## config.mk

```make
export PLATFORM = sky130hd
export DESIGN_NAME = instr_stream_ctrl
export DESIGN_NICKNAME = d
export VERILOG_FILES = /design/src/rtl/instr_stream_ctrl.sv
export SDC_FILE = /design/constraint.sdc
export NUM_CORES = 1
export LEC_CHECK = 0
export ABC_AREA = 1
export CAP_MARGIN = 15
export CORE_ASPECT_RATIO = 1.1
export CORE_MARGIN = 4
export CORE_UTILIZATION = 64
export CTS_BUF_LIST = sky130_fd_sc_hd__clkbuf_16
export DETAILED_ROUTE_END_ITERATION = 8
export PLACE_DENSITY = 0.85
export SLEW_MARGIN = 10
export SYNTH_ARGS = -nofsm -noshare
export SYNTH_HDL_FRONTEND = slang
export SYNTH_SLANG_ARGS = --single-unit
```

## constraint.sdc

```tcl
create_clock -name clk -period 6.4 [get_ports clk]
set_input_delay 0.64 -clock clk [delete_from_list [all_inputs] [get_ports clk]]
set_output_delay 0.64 -clock clk [all_outputs]
set_load 0.005 [all_outputs]
```

## src/rtl/instr_stream_ctrl.sv

```systemverilog
`default_nettype none
// ============================================================================
//  Module      : instr_stream_ctrl
//  Description : Instruction stream controller. Collects a short program into
//                an on-chip buffer while idle, then streams it word-by-word to
//                a processor. The processor can stall the stream. One cycle
//                after each accepted word, the processor result (data_out) is
//                folded into a rotate-xor signature.
//
//  Ports
//    clk          : single clock, rising edge
//    reset        : asynchronous, active-low reset
//    load_valid   : load_data valid this cycle
//    load_data    : program word to append to the buffer
//    load_ready   : buffer accepts a load this cycle (IDLE and not full)
//    start        : pulse, begins streaming from IDLE
//    clear        : return to IDLE and empty the buffer (highest priority)
//    proc_stall   : processor not accepting; hold the current instruction
//    instruction  : word presented to the processor (NOP_WORD when invalid)
//    instr_valid  : instruction carries a program word
//    data_out     : processor result, sampled one cycle after each issue
//    signature    : running result signature
//    issued_count : instructions issued since start
//    busy         : RUN or DRAIN
//    done         : DONE reached
//
//  Revision    : 1.0 - initial release
// ============================================================================
module instr_stream_ctrl #(
  parameter int unsigned DEPTH    = 16,
  parameter logic [31:0] NOP_WORD = 32'h00000013
) (
  input  logic        clk,
  input  logic        reset,
  input  logic        load_valid,
  input  logic [31:0] load_data,
  output logic        load_ready,
  input  logic        start,
  input  logic        clear,
  input  logic        proc_stall,
  output logic [31:0] instruction,
  output logic        instr_valid,
  input  logic [31:0] data_out,
  output logic [31:0] signature,
  output logic [8:0]  issued_count,
  output logic        busy,
  output logic        done
);

  localparam int unsigned AW = $clog2(DEPTH);

  typedef enum logic [1:0] {
    S_IDLE  = 2'd0,
    S_RUN   = 2'd1,
    S_DRAIN = 2'd2,
    S_DONE  = 2'd3
  } state_t;

  state_t        state_q, state_d;
  logic [AW:0]   prog_len_q, prog_len_d;   // 0..DEPTH, one extra bit for "full"
  logic [AW-1:0] rd_ptr_q, rd_ptr_d;
  logic [8:0]    issued_q, issued_d;
  logic [31:0]   sig_q, sig_d;
  logic          cap_q, cap_d;             // an issue happened last cycle
  logic          instr_valid_q, instr_valid_d;
  logic [31:0]   instruction_q, instruction_d;
  logic          busy_q, busy_d;
  logic          done_q, done_d;
  logic          load_ready_q, load_ready_d;

  logic          load_fire;
  logic          is_last;

  // Program buffer. Deliberately not reset: prog_len alone defines which
  // entries are meaningful.
  logic [31:0]   mem_q [DEPTH];

  assign is_last = ({1'b0, rd_ptr_q} == (prog_len_q - 1'b1));

  always_comb begin
    state_d    = state_q;
    prog_len_d = prog_len_q;
    rd_ptr_d   = rd_ptr_q;
    issued_d   = issued_q;
    sig_d      = sig_q;
    cap_d      = 1'b0;
    load_fire  = 1'b0;

    // Fold in the result of the word issued on the previous edge. This runs
    // in RUN (after a non-final issue) and in DRAIN (the final issue).
    if (cap_q) begin
      sig_d = {sig_q[30:0], sig_q[31]} ^ data_out;
    end

    case (state_q)
      S_IDLE: begin
        if (load_valid && load_ready_q) begin
          load_fire  = 1'b1;
          prog_len_d = prog_len_q + 1'b1;
        end
        if (start) begin
          rd_ptr_d = '0;
          issued_d = '0;
          sig_d    = '0;
          state_d  = (prog_len_q != '0) ? S_RUN : S_DONE;
        end
      end
      S_RUN: begin
        if (!proc_stall) begin
          rd_ptr_d = rd_ptr_q + 1'b1;
          issued_d = issued_q + 9'd1;
          cap_d    = 1'b1;
          if (is_last) begin
            state_d = S_DRAIN;
          end
        end
      end
      S_DRAIN: begin
        state_d = S_DONE;
      end
      S_DONE: begin
        state_d = S_DONE;
      end
      default: begin
        state_d = S_IDLE;
      end
    endcase

    // clear overrides start and load issued in the same cycle.
    if (clear) begin
      state_d    = S_IDLE;
      prog_len_d = '0;
      rd_ptr_d   = '0;
      issued_d   = '0;
      sig_d      = '0;
      cap_d      = 1'b0;
      load_fire  = 1'b0;
    end
  end

  // Outputs are registered: they are decoded from the next-state values so
  // that they line up with the state they describe.
  always_comb begin
    instr_valid_d = (state_d == S_RUN);
    instruction_d = (state_d == S_RUN) ? mem_q[rd_ptr_d] : NOP_WORD;
    busy_d        = (state_d == S_RUN) || (state_d == S_DRAIN);
    done_d        = (state_d == S_DONE);
    // DEPTH is a power of two, so the top bit of prog_len marks "full".
    load_ready_d  = (state_d == S_IDLE) && !prog_len_d[AW];
  end

  always_ff @(posedge clk or negedge reset) begin
    if (!reset) begin
      state_q       <= S_IDLE;
      prog_len_q    <= '0;
      rd_ptr_q      <= '0;
      issued_q      <= '0;
      sig_q         <= '0;
      cap_q         <= 1'b0;
      instr_valid_q <= 1'b0;
      instruction_q <= NOP_WORD;
      busy_q        <= 1'b0;
      done_q        <= 1'b0;
      load_ready_q  <= 1'b1;
    end else begin
      state_q       <= state_d;
      prog_len_q    <= prog_len_d;
      rd_ptr_q      <= rd_ptr_d;
      issued_q      <= issued_d;
      sig_q         <= sig_d;
      cap_q         <= cap_d;
      instr_valid_q <= instr_valid_d;
      instruction_q <= instruction_d;
      busy_q        <= busy_d;
      done_q        <= done_d;
      load_ready_q  <= load_ready_d;
    end
  end

  always_ff @(posedge clk) begin
    if (load_fire) begin
      mem_q[prog_len_q[AW-1:0]] <= load_data;
    end
  end

  assign load_ready   = load_ready_q;
  assign instruction  = instruction_q;
  assign instr_valid  = instr_valid_q;
  assign signature    = sig_q;
  assign issued_count = issued_q;
  assign busy         = busy_q;
  assign done         = done_q;

endmodule
`default_nettype wire

```

==> results.md, run 1 <==
* Die W at 195.5 um
* Initial Util at 64.79%
* Initial drt markers at 2504
* DP Wirelength at between 30 and 40 mm
* Fraction of registers with async set or reset after synthesis at 14.81%
* Reg2reg start: rd_ptr_q[0]$_DFF_PN0_
* Most numerous cell in the Yosys netlist: edfxtp_1
* Max cap viols at 0
* Power Total at 8032 uW
* I/O Pins at 147
* HP Class: input pin to async pin
* Number of enable flip-flop cells after synthesis at 512
* Post-CTS Hold Buffers at 0
* Sequential share of the synthesized area at a little under three quarters
* Top cells by area, synth: edfxtp_1 62%, nand3_1 10%, dfrtp_1 8.6%
* Final setup vio count at 0
* Worst VDD drop at 0.2198 mV
* Number of global-route vias before repair at 17570
* Met2 GRT Util at 49.47%
* Root buffer cell: clkbuf_16
* Via-to-Cell Ratio at 6.418
* Largest net degree at the start of global routing at 100
* Ys Warns at 0
* Die Y at 214.2 um
* Post-Syn Instances at 2115
* CTS tree: done
* Post-layout util at 74.03%
* Placer Congestion at 0.8576
* Layout cell share with drive strength beyond 1 at around 6.8%
* CP required at 6.87 ns
* CTS sink count at 601
* Area share of the largest cell type after synthesis at between 60 and 70%
* Flops & latches, synth at 601
* Final period util at 67.91%
* Final Hold Fails at 0
* FILL cells at 2295
* Worst Reg-to-Reg Cells at 13
* Status: completed
* GRT Max-Usage Layer: met2
* R2r setup slk at 2.26 ns
* All-Layer GR Usage at between 30 and 40%
* Setup bufs post-CTS at 0
* Clock-pin slew on the worst setup and hold paths at 0.06 ns
* Post-route insts no fill at 2760
* Via count at 17710
* CORE AREA at 38190 sq um
* GRT overflow at 0
* Clock buffer depth at 3
* Setup CP Type: input pin to flip-flop
* Latest clock arrival within the worst-skew pair at 0.59 ns
* CP Launch Type: input pin
* Num rows at 75
* Critical Path AT at 4.81 ns
* Final setup TNS at 0 ns
* Post-cts resize count at 0
* WHS at 0.05192 ns
* Placed cells at 2657
* Crit Path Max Fanout at 88
* Mapped Area at 24740 sq um
* Max H-tree Level at 2
* Yosys top cell by area: edfxtp_1
* Leakage power at around 0.010 uW
* Post-Synthesis Net Count at 2195
* Top_reg_cell synth: edfxtp_1
* Setup Skew at 0.02005 ns
* Peak Freq at 230.1 MHz
* GR Util met1 at around 40%
* Synth-to-Final Area Change at 14.26%
* Detailed Routing Iterations Pass 1 at 6
* Syn_area_per_cell at 11.70 sq um
* Routed wire length at about 64 mm
* Least-Margin Pin Slew at 1.262 ns
* Initial antenna violation count at 2
* Die area at 41880 sq um
* Routed Antenna Nets at 0
* RSZ-0062 raised after global routing: false
* Critical Path End Type: flip-flop
* Post-layout min period at 4.346 ns
* Global-route wire length before repair at 98.55 mm
* Worst reg2reg path endpoint: instruction[23]$_DFF_PN0_
* Slew HR at between 10% and 20%
* Cell Pwr Density at ~280 nW/um^2
* TritonCTS buffer count at 55
* Count of cell types in the netlist at 37
* DR WL/cell at around 23 um
* DR DRC count at 0
* Max-slew violation count at 0
* PortBufs at 146
* NumNets Final at between 2000 and 2500
* Met3 Use GR at 5.421%
* Synth top cells by count: 512 x edfxtp_1, 495 x nand3_1, 465 x nand2_1
## metal layers
layer	wire [um]	share of wire, %	up-vias
li1	-	-	7713
met2	31360	49	1337
met4	2323	3.6	0
met1	22910	36	8454
met5	0	0	-
met3	7596	12	210
## state kept, by name, indices dropped and copies added (netlist names)
register	cells
done	1
issued_count	9
prog_len_q	5
load_ready	1
busy	1
rd_ptr_q	4
instr_valid	1
cap_q	1
instruction	32
mem_q	512
signature	32
state_q	2
## metrics by stage
stage	setup slack (ns)	instance area, sq um
6_report	2.054	28270
5_1_grt	1.823	28270
4_1_cts	2.116	28260
3_5_place_dp	1.592	26490
3_3_place_gp	1.750	26490
2_1_floorplan	3.120	24750
## worst max-delay path: stages
cell and delay [ns]:
clkdlybuf4s50_1 0.40, buf_4 0.26, inv_4 0.73, nand3_1 0.25, nand2_4 0.14, buf_4 0.86, buf_4 0.82, nand3_1 0.14
nand3_1 0.13, nand2_1 0.07, nor2_1 0.21, nor2_1 0.07
## cells in the final DEF (no fill, tap or decap), types with 12 or more instances in the layout
| cell type | instances |
|---|---|
| a2111oi_0 | 30 |
| a21oi_1 | 94 |
| buf_4 | 30 |
| clkbuf_16 | 57 |
| clkdlybuf4s50_1 | 145 |
| clkinv_2 | 18 |
| dfrtp_1 | 85 |
| edfxtp_1 | 512 |
| inv_1 | 99 |
| nand2_1 | 465 |
| nand3_1 | 495 |
| nor2_1 | 74 |
| nor2_4 | 19 |
| o211ai_1 | 12 |
| o21ai_0 | 48 |
## where the power goes
part,internal [uW],leakage [uW],switching [uW]
combinational,167,0.00366,333
clock,1810,0.000917,1410
sequential,4290,0.00580,21.6
## area by class of cell
cell class / count / area, sq um / area share (%)
clock inverters: 44 / 347.8 / 1.230
diodes: 2 / 5.005 / 0.01770
multi-input cells: 1286 / 6207 / 21.95
well taps: 500 / 625.6 / 2.213
repair buffers: 176 / 1697 / 6.001
clock buffers: 57 / 1426 / 5.045
inverters: 94 / 359.1 / 1.270
flip-flops and latches: 601 / 17610 / 62.27
## logic make-up (layout without fill, tap and decap cells)
group / Yosys count / in the layout / synth area share (%)
other cells: 0 / 2 / 0
xor+xnor: 6 / 6 / 0.2124
flops: 601 / 601 / 71.15
buf+inv: 228 / 371 / 4.384
compound gates: 194 / 194 / 4.581
fa+ha+maj: 10 / 10 / 0.5056
simple gates: 1076 / 1076 / 19.16
## worst max path at each step
stage                           from                        end  cells past startpoint  slack, ns
after floorplan                clear     mem_q[11][0]$_DFFE_PP_                      6       3.12
after global placement    proc_stall  instruction[23]$_DFF_PN0_                     14       1.75
after detailed placement       clear  instruction[14]$_DFF_PN0_                     12       1.59
after CTS                      clear  instruction[25]$_DFF_PN0_                     12       2.12
after global routing           clear  instruction[28]$_DFF_PN0_                     12       1.82
final                          clear   instruction[9]$_DFF_PN0_                     12       2.05
Power figures use the tool's default switching activity.
==> run 2: changes to the inputs <==
CORE_UTILIZATION = 54   (was 64)
PLACE_DENSITY = 0.76   (was 0.85)
clock period = 3.7 ns   (was 6.4 ns; I/O delays follow)
==> results.md, run 2 (synthesis gave the netlist of run 1 again) <==
* CP required at 4.23 ns (-2.64 ns)
* Sequential power share at 52.5% (-1.2 points)
* Status: completed
* CP Cell Sequence: inv_1 > ha_1 > xor2_1 > nand2_1 > nand3b_1 > nor3_1 > nor3_1 > ha_2 > buf_4 > nand2_1 > nor2_1
* Largest net degree at the start of global routing at 158 (+58%)
* NetSw at 3082 uW (+75%)
* Root buffer cell: clkbuf_16
* Post-layout min period at 2.860 ns
* I/O Pins at 147 (unchanged)
* Placed cells at 2761 (+3.9%)
* Leakage power at 0.01056 uW (+1.7%)
* CP top delay family: adder cells
* Placer Congestion at 0.8623 (+0.55%)
* Cell Pwr Density at 492.5 nW/um^2 (+73%)
* Synth-to-Final Area Change at 16.42%
* Internal Power at 11110 uW (+77%)
* Layout cell share with drive strength beyond 1 at 7.331% (+0.51 points)
* FILL cells at 3288 (+43%)
* Critical Path AT at 3.39 ns (-1.42 ns)
* Initial antenna violation count at 2 (unchanged)
* Worst VDD drop at 0.3962 mV (+80%)
* Peak Freq at around 350 MHz
* Worst Reg-to-Reg Cells at 11 (-2)
* Crit Path Max Fanout at 15 (-83%)
* Combinational share of power at 6.1% (about the same)
* RSZ-0062 raised after global routing: false
* Clock power frac at 41.3% (+1.2 points)
* Final setup TNS at 0 ns (unchanged)
* CP Launch Type: flip-flop
* Routed wire length at 63.33 mm (-1.3%)
* All-Layer GR Usage at 25.15% (-4.9 points)
* HP Class: input pin to flip-flop
* Critical Path End Type: flip-flop
* Max-slew violation count at 0 (unchanged)
* Number of global-route vias before repair at 17020 (-3.1%)
* Latest clock arrival within the worst-skew pair at 0.61 ns (+0.02 ns)
* Final period util at 77.30%
* Die area at 49320 sq um (+18%)
* Pre-CTS WS at 0.6633 ns (-0.9291 ns)
* Least-Margin Pin Slew at 1.047 ns (-0.2149 ns)
* Num rows at 82 (+9.3%)
* Clock buffer depth at 3 (unchanged)
* CP peak stage delay at 0.57 ns (-0.29 ns)
* Critical Path Slowest Stage Cell: ha_2
* Clock-pin slew on the worst setup and hold paths at 0.06 ns (about the same)
* CTS sink count at 601 (unchanged)
* Slew HR at 30.22% (+14 points)
* Final setup vio count at 0 (unchanged)
* Hold depth at 3
* Final Hold Fails at 0 (unchanged)
* TritonCTS buffer count at 56 (+1.8%)
* Initial drt markers at 2334 (-6.8%)
* DP Wirelength at 33.24 mm (+4.4%)
* Via-to-Cell Ratio at 6.039 (-5.9%)
* DR DRC count at 0 (unchanged)
* Die Y at 232.5 um (+8.5%)
* Max FFs per register at 512 (unchanged)
* Die W at 212.1 um (+8.5%)
* Setup CP Type: flip-flop to flip-flop
* GRT overflow at 0 (unchanged)
* Most common cell after layout, fill and taps aside: edfxtp_1
* CORE AREA at 45450 sq um (+19%)
* Net Sw Frac at 21.73% (-0.22 points)
* Detailed Routing Iterations Pass 1 at 6 (unchanged)
* Routed Antenna Nets at 0 (unchanged)
* Setup Skew at 0.01208 ns (-0.007969 ns)
* PortBufs at 146 (unchanged)
* NumNets Final at 2312 (+0.78%)
* Global-route wire length before repair at 96.00 mm (-2.6%)
* Via count at 17320 (-2.2%)
* Final worst setup slack at 0.8400 ns (-1.214 ns)
* DR WL/cell at 22.08 um (-5.1%)
* Stages on worst setup path at 11 (-1)
* Max cap viols at 0 (unchanged)
* Initial Util at 54.44% (-10 points)
* CTS tree: done
* WP buf/inv at 2 (-3)
* Most frequent cells in the layout: 512 x edfxtp_1, 495 x nand3_1, 465 x nand2_1
* Post-route insts no fill at 2868 (+3.9%)
* Max H-tree Level at 2 (unchanged)
run 2: final timing paths:
path	from	end	slack (ns)
setup reg to reg	prog_len_q[0]$_DFFE_PN0P_	instruction[26]$_DFF_PN0_	0.84
min in group asynchronous	reset	instruction[28]$_DFF_PN0_	0.47
setup / recovery	prog_len_q[0]$_DFFE_PN0P_	instruction[26]$_DFF_PN0_	0.84
hold / removal	data_out[26]	signature[26]$_DFF_PN0_	0.41
hold reg to reg	issued_count[8]$_DFFE_PN0P_	issued_count[8]$_DFFE_PN0P_	0.53
max in group asynchronous	reset	instruction[13]$_DFF_PN0_	2.36
run 2: layer usage:
metal	routed length [um]	part of all wire (%)	up-vias	global-route usage [%]
met1	24370	38	8430	33.57
met4	2209	3.5	0	10.31
met2	30830	49	967	41.68
met3	5920	9.3	171	3.803
li1	-	-	7752	-
met5	0	0	-	0
run 2: stage by stage:
step / hold WS, ns / cell area [sq um] / util, % / power, uW
after floorplan: 0.07441 / 24750 / - / 8046
after global placement: 0.5270 / 26920 / 59.23 / 8428
after detailed placement: 0.5142 / 26920 / 59.23 / 8455
after CTS: 0.3789 / 28800 / 63.37 / 14240
after global routing: 0.4254 / 28810 / 63.38 / 14600
final: 0.4118 / 28810 / 63.38 / 14190
run 2: worst register-to-register path: stages (launching register included):
cell      delay, ns
dfrtp_1        0.42
inv_1          0.21
ha_1           0.25
xor2_1         0.21
nand2_1        0.07
nand3b_1       0.09
nor3_1         0.06
nor3_1         0.34
ha_2           0.57
buf_4          0.33
nand2_1        0.09
nor2_1         0.14
run 2: final cells by class:
class | instances | area [sq um] | share of cell area [%]
inverters | 94 | 357.8 | 1.242
clock buffers | 58 | 1451 | 5.038
flip-flops and latches | 601 | 17610 | 61.12
diodes | 2 | 5.005 | 0.01737
well taps | 588 | 735.7 | 2.554
multi-input cells | 1286 | 6202 | 21.53
repair buffers | 193 | 2027 | 7.036
clock inverters | 46 | 422.9 | 1.468
run 2: power groups by stage:
stage | Combinational, uW | Clock (uW) | Sequential (uW)
4_1_cts | 868 | 5920 | 7460
5_1_grt | 952 | 6190 | 7460
2_1_floorplan | 458 | 0 | 7590
3_3_place_gp | 832 | 0 | 7600
6_report | 872 | 5860 | 7460
3_5_place_dp | 859 | 0 | 7600
run 2: repair_timing:
item                      4_1_cts  5_1_grt
gates resized for setup         0        0
hold buffers                    1        0
buffers inserted                0        0
hold endpoints to repair       67        0
==> run 3: changes to the inputs <==
CORE_UTILIZATION = 59   (was 54)
PLACE_DENSITY = 0.79   (was 0.76)
clock period = 2.8 ns   (was 3.7 ns; I/O delays follow)
==> results.md, run 3 (synthesis gave the netlist of run 1 again) <==
* Global-route wire length before repair at 94.98 mm (-1.1%)
* I/O Pins at 147 (unchanged)
* Num rows at 78 (-4.9%)
* DR DRC count at 0 (unchanged)
* Peak Freq at 391.5 MHz (+12%)
* Clock-pin slew on the worst setup and hold paths at 0.06 ns (about the same)
* FILL cells at 2783 (-15%)
* Most common cell after layout, fill and taps aside: edfxtp_1
* Critical Path End Type: flip-flop
* All-Layer GR Usage at 26.63% (+1.5 points)
* Via count at 17220 (-0.57%)
* Number of global-route vias before repair at 17200 (+1.0%)
* CP Launch Type: flip-flop
* Clock power frac at 40.0% (-1.3 points)
* Die area at 45290 sq um (-8.2%)
* Internal Power at 14440 uW (+30%)
* Initial drt markers at 2132 (-8.7%)
* Cell Pwr Density at 636.1 nW/um^2 (+29%)
* Via-to-Cell Ratio at 6.019 (-0.33%)
* Initial antenna violation count at 0 (-2)
* Sequential power share at 53.5% (+1.0 points)
* Latest clock arrival within the worst-skew pair at 0.60 ns (about the same)
* Post-layout min period at 2.554 ns (-0.3058 ns)
* Post-layout util at 69.90% (+6.5 points)
* DR WL met2 at 30.19 mm (-2.1%)
* TritonCTS buffer count at 55 (-1.8%)
* Setup Skew at 0.02187 ns (+0.009787 ns)
* NumNets Final at 2334 (+0.95%)
* Leakage power at 0.01065 uW (+0.89%)
* Max FFs per register at 512 (unchanged)
* Crit Path Max Fanout at 13 (-2)
* Power Total at 18400 uW (+30%)
* CORE AREA at 41380 sq um (-9.0%)
* Met3 Wirelength at 6.000 mm (+1.4%)
* PortBufs at 146 (unchanged)
* Antenna diodes at 0 (-2)
* Layout cell share with drive strength beyond 1 at 8.127% (+0.80 points)
* Clock buffer depth at 3 (unchanged)
* Met1 WL at 23.39 mm (-4.0%)
* DR top layer: met4
* Net Sw Frac at 21.54% (-0.18 points)
* Worst VDD drop at 0.4775 mV (+21%)
* DP Wirelength at 33.97 mm (+2.2%)
* Max cap viols at 0 (unchanged)
* Placer Congestion at 0.8472 (-1.8%)
* CP required at 3.26 ns (-0.97 ns)
* Post-DP Area at 27130 sq um (+0.79%)
* Post-route insts no fill at 2861 (-0.24%)
* Die Y at 222.8 um (-4.2%)
* Final period util at 91.22% (+14 points)
* Detailed Routing Iterations Pass 1 at 7 (+1)
* Synth-to-Final Area Change at 16.89%
* Least-Margin Pin Slew at 0.8185 ns (-0.2283 ns)
* Routed Antenna Nets at 0 (unchanged)
* Combinational share of power at 6.4% (+0.3 points)
* Placed cells at 2756 (-0.18%)
* Max H-tree Level at 2 (unchanged)
* Setup CP Type: flip-flop to flip-flop
* Root buffer cell: clkbuf_16
* Slew HR at 45.38% (+15 points)
* Reg area at 17610 sq um (unchanged)
* Final setup TNS at 0 ns (unchanged)
* Die W at 203.3 um (-4.2%)
* Multi-input gate area at 6202 sq um (unchanged)
* Largest net degree at the start of global routing at 158 (unchanged)
* Routed wire length at 61.34 mm (-3.1%)
* Final non-filler cell area at 28930 sq um (+0.40%)
* CTS tree: done
* GRT overflow at 0 (unchanged)
* CTS sink count at 601 (unchanged)
* Initial Util at 59.80% (+5.4 points)
* Max-slew violation count at 0 (unchanged)
* HP Class: input pin to async pin
* Final setup vio count at 0 (unchanged)
* Worst Reg-to-Reg Cells at 13 (+2)
* NetSw at 3963 uW (+29%)
* Most frequent cells in the layout: 512 x edfxtp_1, 495 x nand3_1, 465 x nand2_1
* DR WL/cell at 21.44 um (-2.9%)
* Final Hold Fails at 0 (unchanged)
* Status: completed
* Critical Path AT at 3.02 ns (-0.37 ns)
* RSZ-0062 raised after global routing: false
==> run 3: cell count changes in the layout (fill, tap and decap cells not counted), moves of 2 or more <==
cell	previous run	this run
buf_4	30	47
diode_2	2	0
clkbuf_16	58	55
buf_12	17	23
clkinv_2	15	12
clkinv_1	11	15
clkinvlp_4	3	1
clkinvlp_2	0	2
inv_6	0	3
==> run 3: repair_timing <==
item / in CTS / in global routing
setup endpoints to repair: 0 / 1
hold endpoints to repair: 37 / 0
buffers inserted: 0 / 0
hold buffers: 1 / 0
resized for setup: 0 / 1
==> run 3: power groups by stage <==
stage	combinational (uW)	sequential [uW]	clock [uW]
after floorplan	605	10000	0
after global placement	1130	10000	0
after detailed placement	1160	10000	0
after CTS	1180	9850	7450
after global routing	1290	9850	7840
final	1180	9850	7370
==> run 3: final cells by class <==
cell class              count  share of cell area (%)
clock buffers              55                   4.758
clock inverters            49                   1.406
well taps                 560                   2.422
inverters                  94                   1.237
multi-input cells        1286                   21.44
repair buffers            216                   7.864
flip-flops and latches    601                   60.87
==> run 3: per-stage QoR <==
| step | setup WS, ns | hold slack (ns) |
|---|---|---|
| after global routing | 0.07118 | 0.3256 |
| after floorplan | -0.1196 | -0.01559 |
| after CTS | 0.1937 | 0.2999 |
| final | 0.2458 | 0.2892 |
| after detailed placement | -0.02921 | 0.3541 |
| after global placement | 0.1736 | 0.3528 |
==> run 3: per-layer routing <==
metal  up-vias  track usage, %
met1      8229           36.33
li1       7805               -
met3       161           4.262
met4         0           8.770
met2      1026           44.41
met5         -               0
==> run 3: worst max-delay path, cell delays in order, from the launching register on <==
cell and delay (ns):
dfrtp_1 0.43, inv_2 0.14, ha_1 0.20, xor2_1 0.20, nor2_1 0.05, nand3b_1 0.16, nor3_1 0.23, nor2_1 0.10
nor2_1 0.12, nand2_1 0.11, ha_2 0.26, buf_4 0.23, nand2_1 0.12, nor2_1 0.07
==> run 3: path summary, 6_finish.rpt <==
| path | from | to | slack [ns] |
|---|---|---|---|
| max | prog_len_q[0]$_DFFE_PN0P_ | instruction[5]$_DFF_PN0_ | 0.25 |
| min in group clk | data_out[24] | signature[24]$_DFF_PN0_ | 0.34 |
| min reg2reg | issued_count[8]$_DFFE_PN0P_ | issued_count[8]$_DFFE_PN0P_ | 0.57 |
| max reg2reg | prog_len_q[0]$_DFFE_PN0P_ | instruction[5]$_DFF_PN0_ | 0.25 |
| min | reset | instr_valid$_DFF_PN0_ | 0.29 |
| max in group asynchronous | reset | instruction[28]$_DFF_PN0_ | 1.75 |
